`src/rtl/ws2811_refresh_scheduler.sv`:
```
// ws2811_refresh_scheduler
// Two-writer colour front end for a WS2811 string. Writers A and B post
// per-LED colour beats into a shadow buffer through a round-robin
// valid/ready port. When a frame is marked dirty, the scheduler copies the
// shadow buffer into the active frame register. It then runs the array
// controller for one frame. The frame start rate is limited by a minimum
// period, and a watchdog bounds the time spent in SEND.
//
// state | meaning
// ------+--------------------------------------------------------------
// IDLE  | waiting for a dirty frame
// LATCH | one cycle: active <= shadow, restart period and watchdog counts
// SEND  | array controller enabled, waiting for frame_done or watchdog
// GAP   | holding off until the minimum frame period has elapsed
module ws2811_refresh_scheduler #(
  parameter int LED_COUNT           = 11,
  parameter int MIN_PERIOD_CYCLES   = 500000,
  parameter int SEND_TIMEOUT_CYCLES = 2000000
) (
  input  logic                   clock,
  input  logic                   reset,
  input  logic                   a_valid,
  input  logic [3:0]             a_index,
  input  logic [23:0]            a_rgb,
  input  logic                   a_last,
  output logic                   a_ready,
  input  logic                   b_valid,
  input  logic [3:0]             b_index,
  input  logic [23:0]            b_rgb,
  input  logic                   b_last,
  output logic                   b_ready,
  output logic                   array_enable,
  input  logic                   array_frame_done,
  output logic [24*LED_COUNT-1:0] led_frame,
  output logic [7:0]             led_count,
  output logic                   use_external_rgb,
  output logic [15:0]            frames_sent,
  output logic                   index_err,
  output logic                   timeout_err
);

  typedef enum logic [1:0] {
    IDLE  = 2'd0,
    LATCH = 2'd1,
    SEND  = 2'd2,
    GAP   = 2'd3
  } state_t;

  localparam logic [31:0] PERIOD_LAST  = 32'(MIN_PERIOD_CYCLES - 1);
  localparam logic [31:0] TIMEOUT_LAST = 32'(SEND_TIMEOUT_CYCLES - 1);
  localparam logic [31:0] LED_LIMIT    = 32'(LED_COUNT);

  state_t      state;
  logic        dirty;
  logic        rr_ptr;        // 0: A wins a tie, 1: B wins a tie
  logic [31:0] period_cnt;
  logic [31:0] timeout_cnt;

  logic [23:0] shadow      [LED_COUNT];
  logic [23:0] shadow_next [LED_COUNT];
  logic [23:0] active      [LED_COUNT];

  logic        grant_a;
  logic        grant_b;
  logic        grant;
  logic [3:0]  wr_index;
  logic [23:0] wr_rgb;
  logic        wr_last;
  logic        wr_in_range;
  logic        grant_last;

  // Round-robin arbitration and selection of the granted beat
  always_comb begin
    grant_a     = a_valid && (!b_valid || !rr_ptr);
    grant_b     = b_valid && (!a_valid ||  rr_ptr);
    grant       = grant_a || grant_b;
    wr_index    = grant_b ? b_index : a_index;
    wr_rgb      = grant_b ? b_rgb   : a_rgb;
    wr_last     = grant_b ? b_last  : a_last;
    wr_in_range = (32'(wr_index) < LED_LIMIT);
    grant_last  = grant && wr_last;
  end

  assign a_ready   = grant_a;
  assign b_ready   = grant_b;
  assign led_count = 8'(LED_COUNT);

  // Shadow contents after this cycle's beat, so LATCH can capture a same-cycle write
  always_comb begin
    for (int i = 0; i < LED_COUNT; i++) begin
      shadow_next[i] = shadow[i];
      if (grant && (wr_index == 4'(i)))
        shadow_next[i] = wr_rgb;
    end
  end

  // Shadow buffer takes every granted in-range beat
  always_ff @(posedge clock or negedge reset) begin
    if (!reset) begin
      for (int i = 0; i < LED_COUNT; i++) shadow[i] <= '0;
    end else begin
      for (int i = 0; i < LED_COUNT; i++) shadow[i] <= shadow_next[i];
    end
  end

  // Active frame changes only while latching
  always_ff @(posedge clock or negedge reset) begin
    if (!reset) begin
      for (int i = 0; i < LED_COUNT; i++) active[i] <= '0;
    end else if (state == LATCH) begin
      for (int i = 0; i < LED_COUNT; i++) active[i] <= shadow_next[i];
    end
  end

  // Flatten the active frame onto the external RGB bus
  always_comb begin
    led_frame = '0;
    for (int i = 0; i < LED_COUNT; i++)
      led_frame[24*i +: 24] = active[i];
  end

  // Frame sequencer, arbitration pointer, dirty flag and status registers
  always_ff @(posedge clock or negedge reset) begin
    if (!reset) begin
      state            <= IDLE;
      dirty            <= 1'b0;
      rr_ptr           <= 1'b0;
      period_cnt       <= '0;
      timeout_cnt      <= '0;
      array_enable     <= 1'b0;
      use_external_rgb <= 1'b0;
      frames_sent      <= '0;
      index_err        <= 1'b0;
      timeout_err      <= 1'b0;
    end else begin
      if (grant)
        rr_ptr <= grant_a;
      if (grant && !wr_in_range)
        index_err <= 1'b1;
      if (grant_last)
        dirty <= 1'b1;

      case (state)
        IDLE: begin
          if (dirty || grant_last)
            state <= LATCH;
        end
        LATCH: begin
          // A last beat arriving while latching keeps the frame dirty
          dirty            <= grant_last;
          use_external_rgb <= 1'b1;
          period_cnt       <= '0;
          timeout_cnt      <= '0;
          array_enable     <= 1'b1;
          state            <= SEND;
        end
        SEND: begin
          period_cnt  <= period_cnt + 32'd1;
          timeout_cnt <= timeout_cnt + 32'd1;
          if (array_frame_done) begin
            array_enable <= 1'b0;
            frames_sent  <= frames_sent + 16'd1;
            state        <= GAP;
          end else if (timeout_cnt == TIMEOUT_LAST) begin
            array_enable <= 1'b0;
            timeout_err  <= 1'b1;
            state        <= GAP;
          end
        end
        GAP: begin
          period_cnt <= period_cnt + 32'd1;
          if (period_cnt >= PERIOD_LAST)
            state <= IDLE;
        end
        default: begin
          array_enable <= 1'b0;
          state        <= IDLE;
        end
      endcase
    end
  end

endmodule

```
`config.mk`:
```
export PLATFORM = sky130hd
export DESIGN_NAME = ws2811_refresh_scheduler
export DESIGN_NICKNAME = d
export VERILOG_FILES = /design/src/rtl/ws2811_refresh_scheduler.sv
export SDC_FILE = /design/constraint.sdc
export NUM_CORES = 1
export LEC_CHECK = 0
export BUFFER_PORTS_ARGS = -buffer_cell sky130_fd_sc_hd__buf_2
export CORE_MARGIN = 2
export CORE_UTILIZATION = 35
export CTS_BUF_LIST = sky130_fd_sc_hd__clkbuf_16
export DETAILED_ROUTE_END_ITERATION = 7
export PLACE_DENSITY = 0.54
export SYNTH_ARGS = -nofsm -noshare
export SYNTH_HDL_FRONTEND = slang
export SYNTH_SLANG_ARGS = --single-unit
```
`constraint.sdc`:
```
create_clock -name clock -period 2.87 [get_ports clock]
set_clock_uncertainty 0.2 [all_clocks]
set_input_delay 0.287 -clock clock [delete_from_list [all_inputs] [get_ports clock]]
set_output_delay 0.287 -clock clock [all_outputs]
set_load 0.05 [all_outputs]
```
### Word-level counts from Yosys, hierarchy flattened

Index checks and enable logic that the tools add are counted.
W data, S select, Z words.

| storage, ports and cells | value |
|---|---|
| bits of input ports | 63 |
| bits in registers | 616 |
| output and inout port bits | 294 |

| cells by class | value |
|---|---|
| multiplexer cells | 26 |
| bitwise logic cells | 1 |
| reductions and logical operators | 33 |
| eq/ne operators | 17 |
| $add $sub $neg | 3 |
| order comparisons | 2 |

Operators by type and width:

| cell | number |
|---|---|
| $mux W24 | 12 |
| $pmux W32 S2 | 2 |
| $add A32 B1 Y32 const B | 2 |
| $eq A32 B21 Y1 const B | 1 |
| $ge A32 B19 Y1 const B | 1 |
| $add A16 B1 Y16 const B | 1 |
| $eq A4 B3 Y1 const B | 4 |
| $logic_and A1 B1 Y1 | 15 |
| $eq A4 B4 Y1 const B | 3 |
| $eq A4 B2 Y1 const B | 2 |
| $mux W2 | 4 |
| $pmux W2 S4 | 1 |
| $reduce_and A3 Y1 | 2 |
| $reduce_bool A2 Y1 | 3 |
| $mux W1 | 5 |
| $eq A2 B2 Y1 const B | 2 |
| $eq A4 B1 Y1 const B | 1 |
| $logic_not A1 Y1 | 4 |
| $logic_not A4 Y1 | 1 |
| $logic_or A1 B1 Y1 | 4 |
| $lt A4 B4 Y1 const B | 1 |
| $mux W4 | 1 |
| $ne A2 B2 Y1 const B | 2 |
| $reduce_and A2 Y1 | 2 |
| 6 further kinds | 6 |

### Longest topological paths before layout

| logic depth | value |
|---|---|
| depth in word-level cells | 8 |
| mapped depth | 9 |
| depth with buffers taken out | 7 |

### Least setup slack after synthesis

Ideal clock, no wire load.

| path | value |
|---|---|
| path type | register -> register |
| from | register rr_ptr |
| to | register active, in the netlist led_frame[126] |
| path slack | -0.416 ns |
| data arrival time | 2.962 ns |
| stages on the path, launching flop included | 7 |
| period minus slack after synthesis | 3.286 ns |
| data required time | 2.545 ns |
| cell sequence | dfrtp_1 > a21boi_1 > a32oi_1 > a221oi_2 > buf_2 > mux2_2 > mux2_2 |

RTL lines:

| item | RTL line | RTL |
|---|---|---|
| start: declaration | 55 | `logic rr_ptr;` |
| start signal: assignment | 137 | `rr_ptr <= grant_a;` |
| end: declaration | 61 | `logic [23:0] active [LED_COUNT];` |

==> impl_summary.md <==
Cells and area
The total number of nets in the final design is 2418. Cells with a size suffix above 1 make up 41.34% of the layout. The synthesis-to-finish area growth is 21.49%. The post-route cell area is approximately 32000 um2.

Logic synthesis
For this run, the leading register cell type out of synthesis is sky130_fd_sc_hd__dfrtp_1. In this run, distinct cell masters in the synthesized netlist total roughly 60. The fraction of synthesis flops using an asynchronous set or reset pin is 100.0%. The area share of the leading cell type in the synthesized netlist is 58.98%. The library cell with the largest summed area after synthesis is sky130_fd_sc_hd__dfrtp_1. Ranked by total cell area, the synthesized netlist is headed by sky130_fd_sc_hd__dfrtp_1 59%, sky130_fd_sc_hd__mux2_2 16%, sky130_fd_sc_hd__mux2_4 3.4%, sky130_fd_sc_hd__o221ai_1 3.2%, sky130_fd_sc_hd__nand4_1 1.9%. Yosys mapped a number of flops with a built-in enable equal to 0. The share of the Yosys chip area taken by registers is 58.98%. Summing every instance area after synthesis gives 26130 um2.

The synthesized area per cell is approximately 13 um2. The number of warnings reported in the yosys synthesis log is 0. The post-synthesis sequential element count is 616. The count of mapped cells out of synthesis is 1967.

Die
From bottom edge to top edge, the die measures approximately 280 um. The number of top-level design ports is ~360. After floorplanning, the core was divided into 100 placement rows.

The die is 277.3 um wide. The area enclosed by the die boundary is 76870 um2. For this configuration, the core starts out at a cell density of 35.22%.

The total area inside the core boundary comes to ~74000 um2.

Power
The net switching fraction of the power is 42.57%. The leakage power of the design is 14.40 nW. Overall power consumption after layout is estimated at 38.83 mW. For this design the ratio of total power to cell area is approximately 1200 nW/um2.

The relative contribution of sequential cells to total power is 35.7%. The proportion of power drawn by the clock network is ~22%. The power dissipated by switching net loads is around 17 mW. The internal portion of the total power is 22.30 mW. The combinational power share is 42.5%. The worst vdd rail ir drop is 0.0007307 V.

Placement
The number of buffers inserted by port buffering is roughly 350. The weighted congestion reported at the end of routability-driven placement is 0.7926. Once placement finished, the instance area stood at approximately 30000 um2. Summed over all nets, the half-perimeter wirelength after detailed placement is 48.50 mm.

Worst setup path
The required time at the endpoint of the critical path is between 3000 and 4000 ps. The path depth of the worst reg2reg path is 9. The element type at the critical path start is a primary input. In this run the worst path has a maximum fanout of 24. The type of the worst setup path is in -> reg.

The worst endpoint data arrival time is around 3000 ps. The element type at the critical path end is a flip-flop. Across all register-to-register paths, the minimum setup slack is 150 ps. In this run the critical register-to-register path is launched from rr_ptr$_DFFE_PN0N_. The endpoint identified for the worst register-to-register timing path is led_frame[116]$_DFFE_PN0P_.

Global routing
The number of global-route vias before repair is 17940. The overall routing resource usage is 19.01%. The pin count of the biggest net entering global routing is 100. The number of antenna violations at the first check in global routing is 7. Summed over all layers, the global routing overflow is 0. The global-route wire length before repair is 112.5 mm.

STA
The final worst hold slack is 34.15 ps. The worst max-slew margin expressed relative to the limit is between 40 and 50%. The total count of hold-check failures in the final report is 0. Derived from the worst setup path, the maximum achievable clock frequency is about 370 MHz. The max-slew violation total from the final report was 0.

The minimum clock period is around 2700 ps. Setup repair after global routing left no endpoint under its margin. The transition time of the tightest slew-check pin is 781.5 ps. The final-report setup violation count is 0. In the finished design, the share of the clock period the worst path needs comes to between 90% and 100%. The final sum of negative setup slack is 0 ps.

Outcome
The flow ran to the end, and the final reports show no timing, DRC or antenna violations.

Clock tree
The number of buffers between clock root and the deepest sink is 3. The TritonCTS clock tree is yes. The tree built by TritonCTS fans out to approximately 620 sinks.

The cell sitting at the root of the clock tree is a sky130_fd_sc_hd__clkbuf_16. The clock input transition at the sequential cells of the worst setup and hold paths is 50 ps. Clock tree synthesis inserted a total of 71 buffers. Once the clock tree was built, the setup fixing pass inserted 0 buffers. The clock latency of the later-clocked register in the worst-skew pair is approximately 600 ps. In this run the number of H-tree levels came out at 3.

Detailed routing
After the first detailed-routing iteration, the DRC count stood at 919. The detailed-route wire length per cell is roughly 22 um. The iteration count of the initial detailed-routing pass is 5. The final wirelength is 72.77 mm. In the routed layout, each cell is associated on average with a via count of 5.094. The routed layout has about 17000 vias.

The post-route antenna net violation count is 0. The DRC violations left is 0.

Worst hold path
The path class of the tightest hold or removal check is in -> async.

Flow run
Across the run, the number of max-cap violations was 0.
-- worst max path at each step --
stage	from	endpoint
6_report	a_valid	led_frame[116]$_DFFE_PN0P_
5_1_grt	timeout_cnt[1]$_DFFE_PN0P_	state[1]$_DFFE_PN0P_
4_1_cts	rr_ptr$_DFFE_PN0N_	led_frame[182]$_DFFE_PN0P_
3_5_place_dp	a_valid	led_frame[182]$_DFFE_PN0P_
3_3_place_gp	a_valid	led_frame[187]$_DFFE_PN0P_
2_1_floorplan	rr_ptr$_DFFE_PN0N_	led_frame[126]$_DFFE_PN0P_
-- cell usage in the layout (no fill, tap or decap), types with 7 or more instances in the layout --
| master | instances |
|---|---|
| sky130_fd_sc_hd__a21oi_1 | 10 |
| sky130_fd_sc_hd__and3_1 | 10 |
| sky130_fd_sc_hd__and4_1 | 7 |
| sky130_fd_sc_hd__buf_12 | 25 |
| sky130_fd_sc_hd__buf_2 | 347 |
| sky130_fd_sc_hd__buf_4 | 69 |
| sky130_fd_sc_hd__clkbuf_16 | 74 |
| sky130_fd_sc_hd__clkinv_1 | 12 |
| sky130_fd_sc_hd__clkinv_2 | 13 |
| sky130_fd_sc_hd__conb_1 | 8 |
| sky130_fd_sc_hd__dfrtp_1 | 616 |
| sky130_fd_sc_hd__dlygate4sd3_1 | 8 |
| sky130_fd_sc_hd__ha_1 | 7 |
| sky130_fd_sc_hd__inv_1 | 127 |
| sky130_fd_sc_hd__mux2_1 | 37 |
| sky130_fd_sc_hd__mux2_2 | 362 |
| sky130_fd_sc_hd__mux2_4 | 60 |
| sky130_fd_sc_hd__nand2_1 | 100 |
| sky130_fd_sc_hd__nand3_1 | 22 |
| sky130_fd_sc_hd__nand4_1 | 78 |
| sky130_fd_sc_hd__nor2_1 | 62 |
| sky130_fd_sc_hd__nor2b_1 | 7 |
| sky130_fd_sc_hd__nor3_1 | 9 |
| sky130_fd_sc_hd__nor4_1 | 11 |
| sky130_fd_sc_hd__nor4b_1 | 7 |
| sky130_fd_sc_hd__o211ai_1 | 49 |
| sky130_fd_sc_hd__o21ai_0 | 14 |
| sky130_fd_sc_hd__o221ai_1 | 96 |
| sky130_fd_sc_hd__or3_1 | 10 |
| sky130_fd_sc_hd__xnor2_1 | 33 |
| sky130_fd_sc_hd__xor2_1 | 32 |
-- flip-flops by register name (all words and copies together), names as in the netlist --
register          count
timeout_err           1
led_frame           264
timeout_cnt          32
frames_sent          16
rr_ptr                1
use_external_rgb      1
period_cnt           32
index_err             1
dirty                 1
shadow              264
array_enable          1
state                 2
-- cells by family (layout without fill, tap and decap cells) --
| kind of cell | Yosys count | after routing | synth area share, % |
|---|---|---|---|
| compound gates | 200 | 200 | 6.392 |
| other cells | 2 | 10 | 0.02874 |
| buf+inv | 263 | 687 | 4.309 |
| simple gates | 353 | 353 | 7.047 |
| fa+ha+maj | 8 | 8 | 0.3830 |
| flops | 616 | 616 | 58.98 |
| xor+xnor | 65 | 65 | 2.178 |
| mux | 460 | 460 | 20.68 |
-- routing by layer --
| layer | up-vias | track usage (%) | share of wire [%] |
|---|---|---|---|
| met4 | 10 | 5.616 | 2.3 |
| met3 | 102 | 5.298 | 6.5 |
| li1 | 7795 | - | - |
| met2 | 400 | 30.04 | 47 |
| met1 | 8848 | 25.49 | 45 |
| met5 | - | 0 | 0.073 |
-- stage by stage --
stage | cells | utilization (%) | worst slack, ps
floorplan | 1973 | - | 197.8
global placement | 3235 | 39.77 | 32.15
detailed placement | 3235 | 39.77 | 0.2793
CTS | 3366 | 42.78 | 43.45
global route | 3366 | 42.78 | 8.618
finish | 3368 | 42.79 | 138.9
-- worst max-delay path, cell delays in order --
cell,delay (ps)
sky130_fd_sc_hd__dlygate4sd3_1,540
sky130_fd_sc_hd__buf_2,160
sky130_fd_sc_hd__nor2b_2,190
sky130_fd_sc_hd__or4_1,570
sky130_fd_sc_hd__a221oi_4,320
sky130_fd_sc_hd__buf_12,260
sky130_fd_sc_hd__mux2_4,330
sky130_fd_sc_hd__mux2_1,290
-- area by class of cell --
type | instances | area (um2)
sequential | 616 | 15410
clock inverter | 49 | 296.5
fill | 6893 | 42450
clock buffer | 74 | 1852
tap | 969 | 1212
inverter | 114 | 427.9
antenna | 2 | 5.005
multi-input combinational | 1094 | 9691
timing repair buffer | 450 | 2850
-- repair_timing --
| action | CTS | global route |
|---|---|---|
| hold buffers | 8 | 0 |
| resized for setup | 0 | 3 |
| endpoints found under the setup margin | 0 | 64 |
| endpoints found under the hold margin | 446 | 0 |
-- synth_stat cells, types with 3 or more instances --
master and count:
sky130_fd_sc_hd__or2_2 4, sky130_fd_sc_hd__or4_1 4, sky130_fd_sc_hd__o21ai_0 15, sky130_fd_sc_hd__nand4_1 78
sky130_fd_sc_hd__nor2_1 63, sky130_fd_sc_hd__nor4b_1 7, sky130_fd_sc_hd__dfrtp_1 616, sky130_fd_sc_hd__or3_1 10
sky130_fd_sc_hd__and2_1 3, sky130_fd_sc_hd__mux2_4 60, sky130_fd_sc_hd__inv_1 113, sky130_fd_sc_hd__and4_1 7
sky130_fd_sc_hd__a32oi_1 4, sky130_fd_sc_hd__nand3_1 22, sky130_fd_sc_hd__clkbuf_1 92, sky130_fd_sc_hd__o221ai_1 96
sky130_fd_sc_hd__mux2_2 362, sky130_fd_sc_hd__a21oi_1 10, sky130_fd_sc_hd__buf_2 39, sky130_fd_sc_hd__nor3_1 10
sky130_fd_sc_hd__nand4b_1 4, sky130_fd_sc_hd__xnor2_1 33, sky130_fd_sc_hd__and3_1 10, sky130_fd_sc_hd__buf_4 12
sky130_fd_sc_hd__buf_6 6, sky130_fd_sc_hd__nor2b_1 7, sky130_fd_sc_hd__xor2_1 32, sky130_fd_sc_hd__nor4_1 11
sky130_fd_sc_hd__nand2_1 101, sky130_fd_sc_hd__ha_1 8, sky130_fd_sc_hd__a21o_1 4, sky130_fd_sc_hd__o211ai_1 49
sky130_fd_sc_hd__mux2_1 37
-- power groups by stage --
| stage | sequential [mW] | clock (mW) | combinational (mW) |
|---|---|---|---|
| 3_3_place_gp | 13.9 | 0 | 16.4 |
| 2_1_floorplan | 19.7 | 0 | 6.27 |
| 6_report | 13.9 | 8.46 | 16.5 |
| 3_5_place_dp | 14.0 | 0 | 16.6 |
| 4_1_cts | 13.9 | 8.74 | 16.7 |
| 5_1_grt | 14.3 | 9.12 | 17.6 |
(Power assumes the default switching activity.)
